**config.mk**
```make
export PLATFORM = sky130hd
export DESIGN_NAME = execute
export DESIGN_NICKNAME = d
export VERILOG_FILES = /design/src/rtl/execute.sv
export SDC_FILE = /design/constraint.sdc
export NUM_CORES = 2
export LEC_CHECK = 0
export ABC_CLOCK_PERIOD_IN_PS = 19600
export CAP_MARGIN = 0
export CORE_MARGIN = 2
export CORE_UTILIZATION = 60
export DETAILED_ROUTE_END_ITERATION = 10
export HOLD_SLACK_MARGIN = 0.15
export PLACE_DENSITY = 0.81
export SLEW_MARGIN = 15
export SYNTH_ARGS = -nofsm -noshare
export SYNTH_HDL_FRONTEND = slang
export SYNTH_SLANG_ARGS = --single-unit
```
**constraint.sdc**
```tcl
create_clock -name clk -period 19.6 [get_ports clk]
set_input_delay 3.92 -clock clk [delete_from_list [all_inputs] [get_ports clk]]
set_output_delay 3.92 -clock clk [all_outputs]
set_load 0.03 [all_outputs]
```
**src/rtl/execute.sv**
```systemverilog
// EXE pipeline stage: single-cycle ALU, committed HI/LO registers and a
// multi-cycle multiply/divide engine feeding the MEM stage.
module execute #(
  parameter int unsigned MUL_CYCLES = 2
) (
  input  logic         clk,
  input  logic         resetn,
  input  logic         EXE_valid,
  input  logic [176:0] ID_EXE_bus_r,
  input  logic         MEM_allow_in,
  input  logic         cancel,
  output logic         EXE_over,
  output logic [4:0]   EXE_wdest,
  output logic [123:0] EXE_MEM_bus
);

  typedef enum logic [1:0] {StIdle, StMul, StDiv, StDone} state_e;

  logic        division, divunsigned, multiply, mthi, mtlo;
  logic [13:0] alu_control;
  logic [31:0] op1, op2, store_data, pc;
  logic [4:0]  mem_control, rf_wdest;
  logic        mfhi, mflo, mtc0, mfc0;
  logic [7:0]  cp0r_addr;
  logic        syscall, break_op, eret, no_inst;
  logic        j_valid, pc_valid, is_in_delay, rf_wen;

  assign {division, divunsigned, multiply, mthi, mtlo, alu_control, op1, op2, mem_control,
          store_data, mfhi, mflo, mtc0, mfc0, cp0r_addr, syscall, break_op, eret, no_inst,
          j_valid, pc_valid, is_in_delay, rf_wen, rf_wdest, pc} = ID_EXE_bus_r;

  state_e      state_q, state_d;
  logic [4:0]  cnt_q, cnt_d;
  logic [31:0] hi_q, hi_d, lo_q, lo_d;
  // Result staging: product halves, or remainder (hi) / quotient shift register (lo).
  logic [31:0] res_hi_q, res_hi_d, res_lo_q, res_lo_d;
  logic [31:0] dsr_q, dsr_d;
  logic        qneg_q, qneg_d, rneg_q, rneg_d;

  // Single-cycle ALU; one-hot select, all-zero control yields zero.
  logic [31:0] alu_res, sum, diff, sra_res;
  logic        slt_bit, sltu_bit;
  always_comb begin
    sum      = op1 + op2;
    diff     = op1 - op2;
    slt_bit  = $signed(op1) < $signed(op2);
    sltu_bit = op1 < op2;
    sra_res  = $unsigned($signed(op2) >>> op1[4:0]);
    alu_res  = ({32{alu_control[13] | alu_control[12]}} & sum)
             | ({32{alu_control[11] | alu_control[10]}} & diff)
             | ({32{alu_control[9]}} & {31'b0, slt_bit})
             | ({32{alu_control[8]}} & {31'b0, sltu_bit})
             | ({32{alu_control[7]}} & (op1 & op2))
             | ({32{alu_control[6]}} & ~(op1 | op2))
             | ({32{alu_control[5]}} & (op1 | op2))
             | ({32{alu_control[4]}} & (op1 ^ op2))
             | ({32{alu_control[3]}} & (op2 << op1[4:0]))
             | ({32{alu_control[2]}} & (op2 >> op1[4:0]))
             | ({32{alu_control[1]}} & sra_res)
             | ({32{alu_control[0]}} & {op2[15:0], 16'h0});
  end

  // Multiply operands sign- or zero-extended to 64 bits; low 64 product bits are exact.
  logic        is_signed;
  logic [63:0] mul_a, mul_b, product;
  // Restoring divide step datapath.
  logic [32:0] rem_sh, rem_sub;
  logic        q_bit;
  logic [31:0] rem_new, quo_new, abs_a, abs_b;
  always_comb begin
    is_signed = ~divunsigned;
    mul_a     = {{32{is_signed & op1[31]}}, op1};
    mul_b     = {{32{is_signed & op2[31]}}, op2};
    product   = mul_a * mul_b;
    abs_a     = (is_signed & op1[31]) ? (32'h0 - op1) : op1;
    abs_b     = (is_signed & op2[31]) ? (32'h0 - op2) : op2;
    rem_sh    = {res_hi_q, res_lo_q[31]};
    rem_sub   = rem_sh - {1'b0, dsr_q};
    q_bit     = ~rem_sub[32];
    rem_new   = q_bit ? rem_sub[31:0] : rem_sh[31:0];
    quo_new   = {res_lo_q[30:0], q_bit};
  end

  logic start, handoff;
  // Handshake: same-cycle for plain ops, only from DONE for mul/div; cancel always kills it.
  always_comb begin
    start    = EXE_valid & (multiply | division) & ~cancel;
    EXE_over = ~cancel & (((state_q == StIdle) & EXE_valid & ~(multiply | division))
                          | (state_q == StDone));
    handoff  = EXE_over & MEM_allow_in;
    EXE_wdest = (EXE_valid & rf_wen & ~cancel) ? rf_wdest : 5'd0;
  end

  // Mul/div FSM next state; divide by zero falls out of the step as q=all-ones, r=|dividend|.
  always_comb begin
    state_d  = state_q;
    cnt_d    = cnt_q;
    res_hi_d = res_hi_q;
    res_lo_d = res_lo_q;
    dsr_d    = dsr_q;
    qneg_d   = qneg_q;
    rneg_d   = rneg_q;
    case (state_q)
      StIdle: begin
        if (start) begin
          if (multiply) begin
            state_d = StMul;
            cnt_d   = 5'(MUL_CYCLES - 1);
          end else begin
            state_d  = StDiv;
            cnt_d    = 5'd31;
            res_hi_d = 32'h0;
            res_lo_d = abs_a;
            dsr_d    = abs_b;
            qneg_d   = is_signed & (op1[31] ^ op2[31]);
            rneg_d   = is_signed & op1[31];
          end
        end
      end
      StMul: begin
        res_hi_d = product[63:32];
        res_lo_d = product[31:0];
        if (cnt_q == 5'd0) state_d = StDone;
        else               cnt_d   = cnt_q - 5'd1;
      end
      StDiv: begin
        res_hi_d = rem_new;
        res_lo_d = quo_new;
        if (cnt_q == 5'd0) begin
          state_d  = StDone;
          res_hi_d = rneg_q ? (32'h0 - rem_new) : rem_new;
          res_lo_d = qneg_q ? (32'h0 - quo_new) : quo_new;
        end else begin
          cnt_d = cnt_q - 5'd1;
        end
      end
      StDone: begin
        if (MEM_allow_in) state_d = StIdle;
      end
      default: state_d = StIdle;
    endcase
    if (cancel) state_d = StIdle;
  end

  // HI/LO only change when the instruction is actually handed to MEM.
  always_comb begin
    hi_d = hi_q;
    lo_d = lo_q;
    if (handoff) begin
      if (state_q == StDone) begin
        hi_d = res_hi_q;
        lo_d = res_lo_q;
      end else begin
        if (mthi) hi_d = op1;
        if (mtlo) lo_d = op1;
      end
    end
  end

  // State registers with synchronous active-low reset.
  always_ff @(posedge clk) begin
    if (!resetn) begin
      state_q  <= StIdle;
      cnt_q    <= 5'd0;
      hi_q     <= 32'h0;
      lo_q     <= 32'h0;
      res_hi_q <= 32'h0;
      res_lo_q <= 32'h0;
      dsr_q    <= 32'h0;
      qneg_q   <= 1'b0;
      rneg_q   <= 1'b0;
    end else begin
      state_q  <= state_d;
      cnt_q    <= cnt_d;
      hi_q     <= hi_d;
      lo_q     <= lo_d;
      res_hi_q <= res_hi_d;
      res_lo_q <= res_lo_d;
      dsr_q    <= dsr_d;
      qneg_q   <= qneg_d;
      rneg_q   <= rneg_d;
    end
  end

  // Result select and outgoing bus.
  logic [31:0] exe_result;
  always_comb begin
    if (mfhi)      exe_result = hi_q;
    else if (mflo) exe_result = lo_q;
    else if (mtc0) exe_result = op2;
    else           exe_result = alu_res;
    EXE_MEM_bus = {mem_control, store_data, exe_result, mtc0, mfc0, cp0r_addr, syscall,
                   break_op, eret, no_inst, j_valid, pc_valid, is_in_delay, rf_wen, rf_wdest,
                   pc};
  end

endmodule

```
; ---- Yosys cells after proc, flatten, opt, wreduce, memory -nomap -nowiden
; Index checks and enable logic that the tools add are counted.
[totals]
regBits = 169
input_bits = 182
output_inout_bits = 130
elab_cells = 124
[classes]
n_addsub = 8
multipliers = 1
magnitude_cmp = 2
n_eq_ne = 8
shifts = 3
muxes = 30
bitwise_logic = 49
n_reduce_logical = 14
[ops]
columns = op, n
row1 = two-way mux 32 bit, 18
row2 = bitwise OR 32 bit, 12
row3 = bitwise AND 32 bit, 11
row4 = case mux 32 bit (3 select lines), 2
row5 = subtractor 1 x 32 -> 32 bit (first input constant), 4
row6 = bitwise AND 32 x 1 -> 32 bit, 2
row7 = less-than comparator 32 bit, 2
row8 = multiplier 33 x 33 -> 64 bit, 1
row9 = subtractor 33 x 32 -> 33 bit, 1
row10 = adder 32 bit, 1
row11 = inverter 32 bit, 1
row12 = left shift 32 x 5 -> 32 bit, 1
row13 = >> shifter 32 x 5 -> 32 bit, 1
row14 = >>> shifter 32 x 5 -> 32 bit, 1
row15 = subtractor 32 bit, 1
row16 = bitwise XOR 32 bit, 1
row17 = two-way mux 5 bit, 4
row18 = AND reduction 3 bit, 4
row19 = bitwise AND 1 bit, 11
row20 = case mux 5 bit (2 select lines), 1
row21 = two-way mux 2 bit, 4
row22 = != test 2 bit (second input constant), 4
row23 = inverter 1 bit, 6
row24 = case mux 2 bit (3 select lines), 1
row25 = other kinds (12), 20

; ---- Logic depth before layout (Yosys ltp)
[logic_depth]
word_depth = 16
depth_mapped = 36
ltp_nobuf = 31

; ---- Worst setup path after synthesis
; No wires, ideal clock.
[synth_path]
path_type = input -> output
startpoint = input port ID_EXE_bus_r[129]
endpoint = output port EXE_MEM_bus[85]
arrival_ns = 8.546
required_time_ns = 15.680
slack_ns = 7.134
cell_stages = 18
path_buffers = 6
cell_sequence = clkbuf_1 inv_1 clkbuf_1 buf_1 buf_1 clkbuf_1 ha_1 clkbuf_1 a21o_1 a21oi_1 o21ai_0 a221oi_1 o2111a_1 o311ai_0 a211o_1 a31oi_1 or4b_2 a41oi_1
[synth_between]
elab_chain_cells = 16
word_cells_on_any_way = 24
cone_classes = add/sub (2) / shift (3) / mux (3) / bitwise (16)
[synth_lines]
columns = item, line_no
row1 = "start, declared", 9  ; input logic [176:0] ID_EXE_bus_r,
row2 = adder 32 bit or subtractor 32 bit (tied branches), "44, 45"
row3 = "bitwise AND 32 bit, on equally long branches", "49, 50"
row4 = bitwise OR 32 bit, 50  ; | ({32{alu_control[11] | alu_control[10]}} & diff)
row5 = bitwise OR 32 bit, 51  ; | ({32{alu_control[9]}} & {31'b0, slt_bit})
row6 = bitwise OR 32 bit, 52  ; | ({32{alu_control[8]}} & {31'b0, sltu_bit})
row7 = bitwise OR 32 bit, 53  ; | ({32{alu_control[7]}} & (op1 & op2))
row8 = bitwise OR 32 bit, 54  ; | ({32{alu_control[6]}} & ~(op1 | op2))
row9 = bitwise OR 32 bit, 55  ; | ({32{alu_control[5]}} & (op1 | op2))
row10 = bitwise OR 32 bit, 56  ; | ({32{alu_control[4]}} & (op1 ^ op2))
row11 = bitwise OR 32 bit, 57  ; | ({32{alu_control[3]}} & (op2 << op1[4:0]))
row12 = bitwise OR 32 bit, 58  ; | ({32{alu_control[2]}} & (op2 >> op1[4:0]))
row13 = bitwise OR 32 bit *, 59  ; | ({32{alu_control[1]}} & sra_res)
row14 = bitwise OR 32 bit *, 60  ; | ({32{alu_control[0]}} & {op2[15:0], 16'h0});
row15 = two-way mux 32 bit *, 190  ; else if (mtc0) exe_result = op2;
row16 = two-way mux 32 bit *, 189  ; else if (mflo) exe_result = lo_q;
row17 = two-way mux 32 bit *, 188  ; if (mfhi) exe_result = hi_q;
row18 = "end, declared", 14  ; output logic [123:0] EXE_MEM_bus
; Every way passes the cells marked *; elsewhere a longest branch is shown, timed or not.

; ---- Final worst setup path
[layout_path]
startpoint = input port ID_EXE_bus_r[104]
endpoint = output port EXE_MEM_bus[77]
; The elaborated chain is that of the path after synthesis.

==> flow_metrics.py <==
metrics = {
    "setup_path": {
        "crit_fanout": 29,
        "worstPathRequired_ns": 15.68,
        "crit_path_start_kind": "primary input",
        "cp.arrival_ns": 11.28,
        "r2r_slack_ns": 12.76,
        "crit_slowest_cell": "clkinv_1",
        "crit_chain": "clkdlybuf4s50_1 > buf_4 > clkinv_1 > ha_1 > o21ai_0 > nand2b_1 > and3_1 > a221oi_1 > o21ai_0 > a21oi_1 > o21ai_0 > a221o_1 > a221oi_1 > o31ai_1 > clkdlybuf4s50_1",
        "crit_type": "in -> out",
        "critPathCaptureType": "output pin",
        "critPathMostFrequentCell": "o21ai_0",
        "max_stage_delay_ns": 1.10,
    },
    "cts": {
        "root_buffer": "clkbuf_16",
        "htreeDepth": 4,
        "clk_latency_ns": 0.46,
        "postCtsSetupRepairBufs": 0,
        "clockBufferDepth": 2,
        "cts.sinks": 169,
        "cts_hold_buffers": 0,
        "clk_pin_slew_ns": 0.07,
        "cts_buffers": 17,
        "cts_resized": 0,
        "cts_tree": "done",
    },
    "layout": {
        "nets": 8741,
        "fill_cells": 8416,
        "final_layout_size_suffix_gt1_share_pct": 4.40,
        "area_growth_pct": 3.81,
    },
    "logic_synthesis": {
        "async_reset_ff_share_pct": 0,
        "yosysUniqueCellTypes": 90,
        "yosysSeqAreaShare_pct": 5.70,
        "synth_ff_type": "dfxtp_1",
        "yosys_register_bits": 169,
        "avgSynthCellArea_um2": 8.07,
        "synthCells": 7345,
        "synth_warnings": 0,
        "synth_edf_count": 0,
        "synth.net_count": 9004,
        "synth.cell_area_um2": 59300,
    },
    "floorplan": {
        "die_y_um": 318,
        "die-width_um": 318,
        "rows": 115,
        "num_io_pins": 312,
        "start_util_pct": 60.4,
        "core_area_um2": 98100,
        "fp.dieArea_um2": 101000,
    },
    "global_route": {
        "grt_pass1_wl_um": 363000,
        "grt_pass1_vias": 56715,
        "grt_use_total_pct": 48.4,
        "grt_antenna_before_repair": 22,
        "grt_max_degree": 82,
        "grt_overflow": 0,
    },
    "detailed_routing": {
        "drtPass1Iterations": 9,
        "viasPerCell": 6.66,
        "drt_iter0_drc": 7840,
        "wl_um": 244000,
        "drt.antenna.violating_nets": 0,
        "via_count": 55846,
        "drc": 0,
        "wl_per_cell_um": 29.0,
    },
    "timing": {
        "finalCriticalPeriod_ns": 15.20,
        "worst_pin_slew_ns": 1.39,
        "skew_ns": 0.0171,
        "drv_slew": 0,
        "fin_ws_ns": 4.40,
        "tns_ns": 0,
        "min_period_over_period_pct": 77.5,
        "rsz0062_at_grt": "no",
        "setup_viol": 0,
        "fmax_mhz": 65.8,
        "hold_violations": 0,
        "slew_headroom_pct": 6.94,
    },
    "placement": {
        "place_congestion": 1.12,
        "place_worst_setup_slack_ns": 4.91,
        "numPortBuffers": 141,
        "dp.final_hpwl_um": 182000,
    },
    "flow_run": {
        "drv_cap": 0,
    },
    "run_status": {
        "outcome": "finished, final reports clean",
    },
    "worst_hold_path": {
        "hold_class": "reg -> reg",
    },
}
-- layout by cell type (no fill, tap or decap), types with 27 or more instances in the layout --
cell,instances
a211oi_1,152
or3_1,34
inv_1,1283
nand3_1,63
buf_4,148
a22oi_1,27
and3_1,35
nor2b_1,31
mux4_2,43
nor2_1,823
a221oi_1,62
o21ai_0,220
nor3_1,80
a21oi_1,380
mux2i_1,94
xor2_1,51
nand2_1,910
xnor2_1,151
nand2b_1,28
dfxtp_1,169
nand4_1,27
a31oi_1,38
o21a_1,28
clkdlybuf4s50_1,123
o211ai_1,31
fa_1,1128
a21o_1,68
ha_1,348
o31ai_1,38
-- critical path, delay by kind of cell --
| kind | cells | cell delay (ns) |
|---|---|---|
| compound gates | 8 | 3.34 |
| buf+inv | 4 | 2.77 |
| fa+ha+maj | 1 | 0.80 |
| simple gates | 2 | 0.39 |
-- flip-flops by register name (all words and copies together), names as in the netlist --
register,count
cnt_q,5
dsr_q,32
hi_q,32
lo_q,32
qneg_q,1
res_hi_q,32
res_lo_q,32
rneg_q,1
state_q,2
-- metal layers --
| metal | GRT usage, % | routed length (µm) | vias to the layer above |
|---|---|---|---|
| li1 | - | - | 22814 |
| met1 | 59.3 | 82500 | 27358 |
| met2 | 69.0 | 99100 | 4436 |
| met3 | 17.9 | 37600 | 1212 |
| met4 | 37.4 | 24000 | 26 |
| met5 | 0.662 | 277 | - |
-- layout make-up --
| type | instances | area [µm²] | area share, % |
|---|---|---|---|
| multi-input combinational | 5291 | 48600 | 78.9 |
| antenna | 9 | 22.5 | 0.0366 |
| tap | 1287 | 1610 | 2.62 |
| clock inverter | 13 | 183 | 0.297 |
| inverter | 1316 | 4940 | 8.03 |
| timing repair buffer | 287 | 2420 | 3.93 |
| clock buffer | 19 | 443 | 0.719 |
| sequential | 169 | 3380 | 5.49 |
-- path summary, 6_finish.rpt --
kind | startpoint | endpoint | cells after the start
setup / recovery | ID_EXE_bus_r[104] | EXE_MEM_bus[77] | 15
setup reg to reg | res_lo_q[31] | res_lo_q[30] | 25
hold / removal | dsr_q[30] | dsr_q[30] | 2
hold reg to reg | dsr_q[30] | dsr_q[30] | 2
-- cell families (layout without fill, tap and decap cells) --
logic type / Yosys count / in the layout / synth area share [%]
multiplexers: 149 / 149 / 3.45
AO/OA/AOI/OAI: 1319 / 1319 / 14.7
XOR/XNOR: 204 / 204 / 3.01
other: 0 / 9 / 0
buffers and inverters: 1885 / 1635 / 12.5
flip-flops: 169 / 169 / 5.70
AND/OR/NAND/NOR: 2142 / 2142 / 15.1
adder cells (fa/ha/maj): 1477 / 1477 / 45.4
-- per-stage QoR --
step                std cells  area (µm²)  hold WS (ns)  utilization, %
global route             8383       61600         0.486            62.7
detailed placement       8350       60900         0.454            62.1
CTS                      8382       61500         0.462            62.7
finish                   8391       61600         0.464            62.7
global placement         8350       60900         0.445            62.1
floorplan                7345       59300         0.432               -
-- synthesized netlist by cell type (24+ instances only) --
cell	number	area share, %
a211oi_1	152	1.9
a21o_1	68	0.86
a21oi_1	381	3.2
a221oi_1	62	0.92
a22oi_1	27	0.34
a31oi_1	38	0.40
and2_1	24	0.25
and3_1	36	0.38
buf_1	118	0.75
buf_4	92	1.2
clkbuf_1	353	2.2
dfxtp_1	169	5.7
fa_1	1128	38
ha_1	349	7.4
inv_1	1287	8.1
mux2i_1	94	1.6
mux4_2	43	1.6
nand2_1	911	5.8
nand2b_1	28	0.30
nand3_1	63	0.53
nand4_1	27	0.28
nor2_1	828	5.2
nor2b_1	31	0.33
nor3_1	80	0.68
o211ai_1	31	0.39
o21a_1	28	0.35
o21ai_0	220	1.9
o21bai_1	25	0.32
o22ai_1	25	0.26
o31ai_1	38	0.48
or3_1	34	0.36
xnor2_1	153	2.3
xor2_1	51	0.75
Power is left out: the tool's default activity adds up to more than one toggle a clock period on the data nets, which glitch-free logic cannot reach.
